<file path="config.mk">
export PLATFORM = sky130hd
export DESIGN_NAME = mem_arbiter
export DESIGN_NICKNAME = d
export VERILOG_FILES = /design/src/rtl/rv32_pkg.sv /design/src/rtl/mem_arb_starve_cnt.sv /design/src/rtl/mem_arbiter.sv
export SDC_FILE = /design/constraint.sdc
export NUM_CORES = 1
export LEC_CHECK = 0
export BUFFER_PORTS_ARGS = -buffer_cell sky130_fd_sc_hd__clkbuf_2
export CAP_MARGIN = 20
export CORE_AREA = 10 10 98 100
export CTS_BUF_LIST = sky130_fd_sc_hd__clkbuf_16
export CTS_CLUSTER_DIAMETER = 40
export DETAILED_ROUTE_END_ITERATION = 8
export DIE_AREA = 0 0 108 110
export PLACE_DENSITY = 0.67
export SYNTH_ARGS = -nofsm -noshare
export SYNTH_HDL_FRONTEND = slang
export SYNTH_SLANG_ARGS = --single-unit
</file>
<file path="constraint.sdc">
create_clock -name clk -period 2.06 [get_ports clk]
set_input_delay 0.206 -clock clk [delete_from_list [all_inputs] [get_ports clk]]
set_output_delay 0.206 -clock clk [all_outputs]
set_load 0.05 [all_outputs]
</file>
<file path="src/rtl/rv32_pkg.sv">
// Shared RV32I definitions: datapath width, response-owner encodings
// and the full-word byte-enable constant.
package rv32_pkg;

  localparam int XLEN = 32;

  localparam logic [3:0] BE_ALL = 4'hF;

  typedef enum logic [1:0] {
    R_NONE = 2'b00,
    R_IF   = 2'b01,
    R_DATA = 2'b10
  } resp_e;

endpackage : rv32_pkg

</file>
<file path="src/rtl/mem_arb_starve_cnt.sv">
// Saturating count of data grants won while a fetch waits; raises force_if
// once the fetch has waited STARVE_LIMIT grants so IF gets the next slot.
module mem_arb_starve_cnt #(
  parameter int unsigned STARVE_LIMIT = 4
) (
  input  logic clk,
  input  logic rst,
  input  logic if_req,
  input  logic if_gnt,
  input  logic d_gnt,
  input  logic flush,
  output logic force_if
);

  localparam logic [3:0] LIMIT = 4'(STARVE_LIMIT);

  logic [3:0] starve_cnt;

  // NOTE: sequential state uses non-blocking assignments so every register
  // samples pre-edge values; the reset branch is asynchronous to clk.
  always_ff @(posedge clk or negedge rst) begin
    if (!rst) begin
      starve_cnt <= '0;
    end else if (if_gnt || !if_req) begin
      starve_cnt <= '0;
    end else if (d_gnt && (starve_cnt < LIMIT)) begin
      starve_cnt <= starve_cnt + 4'd1;
    end
  end

  assign force_if = (starve_cnt == LIMIT) && if_req && !flush;

endmodule : mem_arb_starve_cnt

</file>
<file path="src/rtl/mem_arbiter.sv">
// Single-port RAM arbiter between instruction fetch and load/store: data
// has priority, a starvation counter guarantees fetch progress.
module mem_arbiter
  import rv32_pkg::*;
#(
  parameter int unsigned STARVE_LIMIT = 4
) (
  input  logic            clk,
  input  logic            rst,
  input  logic            if_req_i,
  input  logic [XLEN-1:0] if_addr_i,
  output logic            if_gnt_o,
  output logic            if_rvalid_o,
  output logic [XLEN-1:0] if_rdata_o,
  input  logic            flush_i,
  input  logic            d_req_i,
  input  logic            d_we_i,
  input  logic [3:0]      d_be_i,
  input  logic [XLEN-1:0] d_addr_i,
  input  logic [XLEN-1:0] d_wdata_i,
  output logic            d_gnt_o,
  output logic            d_rvalid_o,
  output logic [XLEN-1:0] d_rdata_o,
  output logic            ram_en_o,
  output logic            ram_we_o,
  output logic [3:0]      ram_be_o,
  output logic [XLEN-1:0] ram_addr_o,
  output logic [XLEN-1:0] ram_wdata_o,
  input  logic [XLEN-1:0] ram_rdata_i,
  output logic            hold_flag_o
);

  logic  force_if;
  resp_e resp_q;
  resp_e resp_d;

  mem_arb_starve_cnt #(
    .STARVE_LIMIT(STARVE_LIMIT)
  ) u_starve_cnt (
    .clk      (clk),
    .rst      (rst),
    .if_req   (if_req_i),
    .if_gnt   (if_gnt_o),
    .d_gnt    (d_gnt_o),
    .flush    (flush_i),
    .force_if (force_if)
  );

  // Grants are gated by rst so nothing reaches the RAM while held in reset.
  assign d_gnt_o  = rst && d_req_i && !force_if;
  assign if_gnt_o = rst && if_req_i && !flush_i && !d_gnt_o;

  assign ram_en_o    = if_gnt_o || d_gnt_o;
  assign ram_we_o    = d_gnt_o && d_we_i;
  assign ram_be_o    = ram_we_o ? d_be_i : BE_ALL;
  assign ram_addr_o  = d_gnt_o ? d_addr_i : if_addr_i;
  assign ram_wdata_o = d_wdata_i;

  assign hold_flag_o = rst && ((d_req_i && !d_gnt_o) ||
                               (if_req_i && !if_gnt_o && !flush_i));

  // NOTE: resp_d gets a default first, so no path leaves it unassigned and
  // no latch is inferred.
  always_comb begin
    resp_d = R_NONE;
    if (if_gnt_o) begin
      resp_d = R_IF;
    end else if (d_gnt_o && !d_we_i) begin
      resp_d = R_DATA;
    end
  end

  always_ff @(posedge clk or negedge rst) begin
    if (!rst) begin
      resp_q <= R_NONE;
    end else begin
      resp_q <= resp_d;
    end
  end

  // A flush kills the fetch response arriving this cycle; loads are untouched.
  assign if_rvalid_o = (resp_q == R_IF) && !flush_i;
  assign d_rvalid_o  = (resp_q == R_DATA);
  assign if_rdata_o  = {XLEN{if_rvalid_o}} & ram_rdata_i;
  assign d_rdata_o   = {XLEN{d_rvalid_o}} & ram_rdata_i;

endmodule : mem_arbiter

</file>
==> flow_summary.toml <==
[logic_synthesis]
yosys.area_share.adder = 0.0173
synth_common_cells = "65 x and2_1, 34 x buf_4, 29 x mux2_2"
netlist_area_um2 = 1450
synth.area.top_cells = "and2_1 28%, mux2_2 23%, buf_4 18%, dfrtp_1 10%, mux2_4 3.1%"
synth_xor_area_frac = 0.00606
synth_mux_area_frac = 0.264
synth-simple-area-share = 0.357
synth_cell_type_count = 25
syn_inst = 180
ys_ff_latch = 6
synth.most_common_cell = "and2_1"
syn_avg_cell_area_um2 = 8.04
ys_seq_area_frac = 0.104
synth_top_flop_cell = "dfrtp_1"
synth-edff-count = 0
yosysTopAreaCell = "and2_1"
synthArstFlopShare = 1.00
synth_top_family_by_area = "simple AND/OR/NAND/NOR gates"
synth_top_cell_area_share = 0.281
syn-num-nets = 320
synth_compound_area_frac = 0.0260
ys_warn_count = 0

[critical_path]
setup.worst_path.start_class = "flop"
crit_arrival_ns = 1.95
cp.required_ns = 1.85
path_cells = "inv_1, ha_1, nand3b_1, o21ai_4, buf_12, mux2_2, buf_8"
cp_num_buf_inv = 3
cp_slowest_stage_delay_ns = 0.39
cpLargestDelayFamily = "buffers and inverters"
crit_fanout = 17
slowest_stage = "dfrtp_1"
critPathKind = "reg -> out"
end_kind = "output port"

[route]
ant_nets = 0
route.met2.wl_mm = 3.98
via_per_inst = 4.14
first_iter_violations = 52
top_layer_used = "met4"
drcViolationCount = 0
wl_met1_mm = 2.75
first_pass_iters = 4
dr_total_vias = 1911
routed_wl_mm = 8.06
drt-wirelength-per-cell_um = 17.4
route.met3.wl_mm = 1.28

[floorplan]
design.die.area_um2 = 11900
start_util = 0.189
die_h_um = 110
rows = 32
core_um2 = 7650
die_w_um = 108
ios = 277

[layout]
drive_gt1_frac = 0.717
syn2layout_area_growth_pct = 134
insertedDiodeCount = 0
final_nets = 502

[timing]
rsz0062_at_grt = "yes"
max-slew-margin-rel = 0.768
fmax_mhz = 463
timing.final.crit_share = 1.05
finalCriticalPeriod_ns = 2.16
final_max_slew_viol_count = 0
worst_slew_pin_slew_ns = 0.349
hold_viol = 0
setup_ws_ns = -0.0985
setup_viol = 32
worst_clock_skew_ns = 0.00238
whs_ns = 0.169

[cts]
root_buffer = "clkbuf_16"
insertion_delay_ns = 0.23
cts_tree = "built"
cts.clk_slew.worst_paths_ns = 0.03
cts_buffer_depth = 2
htree_levels = 1
clock-sinks = 6
cts_made_buffers = 3

[min_path]
hold_path.class = "in -> reg"

[place]
port_buffers = 212
globalplace.congestion = 0.830
dpl.hpwl_mm = 6.96
pre_cts_ws_ns = 0.108

[status]
status = "finished with violations"
failed_checks = "setup timing"

[power]
leakagePower_uw = 0.00179
p_per_area_nw_per_um2 = 372
ir_drop_uv = 369

[global_route]
grt_use_total = 0.117
grt_pass1_vias = 2114
grt_pass1_wl_mm = 11.3
grt_max_degree = 34
antenna_found_initial = 0
grt-ovfl-total = 0

[run]
drv_cap = 0
==> sequential cells by signal (all words and copies together), names as in the netlist <==
signal / flops
u_starve_cnt.starve_cnt: 4
resp_q: 2
==> metrics by stage <==
stage	total power, uW	TNS, ns	area (um2)	instances	util
5_1_grt	1310	-4.93	3380	462	0.442
3_3_place_gp	801	0	2910	457	0.381
2_1_floorplan	708	0	1450	180	-
4_1_cts	1210	-2.52	3290	461	0.430
6_report	1260	-2.37	3380	462	0.442
3_5_place_dp	810	0	2910	457	0.381
==> layout by cell type (no fill, tap or decap), drive strengths merged, types with 2 or more instances in the layout <==
master	instances
inv	7
dfrtp	6
nor2	7
nand2b	2
buf	75
and2	66
mux2	32
clkbuf	146
ha	2
or3	4
==> kinds of logic (layout without fill, tap and decap cells) <==
family,Yosys count,count (layout)
fa+ha+maj,2,2
compound gates,5,5
xor+xnor,1,1
buf+inv,49,229
simple gates,84,84
flops,6,6
mux,33,33
==> path summary, 6_finish.rpt <==
kind	start	end	slack, ns	cells after the start
max	u_starve_cnt.starve_cnt[0]	ram_addr_o[15]	-0.1	7
min	d_we_i	resp_q[1]	0.17	2
max reg2reg	u_starve_cnt.starve_cnt[0]	u_starve_cnt.starve_cnt[0]	0.58	6
min reg2reg	u_starve_cnt.starve_cnt[2]	u_starve_cnt.starve_cnt[2]	0.53	2
max in group asynchronous	rst	u_starve_cnt.starve_cnt[1]	1.34	2
min in group asynchronous	rst	u_starve_cnt.starve_cnt[0]	0.49	2
==> layout make-up <==
cell class	count	area [um2]
multi-input combinational	125	1020
clock buffer	3	75.1
fill	707	4270
sequential	6	150
tap	102	128
timing repair buffer	219	1980
inverter	7	26.3
==> routing by layer <==
layer | vias to the layer above | global-route usage
met2 | 163 | 0.199
met4 | 0 | 0.0229
met5 | - | 0
met3 | 4 | 0.0731
met1 | 837 | 0.120
li1 | 907 | -
==> power breakdown <==
part	internal [uW]	total (uW)	switching, uW
logic	370	819	450
registers	123	127	3.68
clock network	249	311	62.5
total	742	1260	516
==> repair_timing <==
action	CTS	global route
hold buffers	1	0
pin swaps	0	0
buffers inserted	0	1
endpoints found under the setup margin	35	36
resized for setup	68	48
endpoints found under the hold margin	6	0
(Power assumes the default switching activity.)
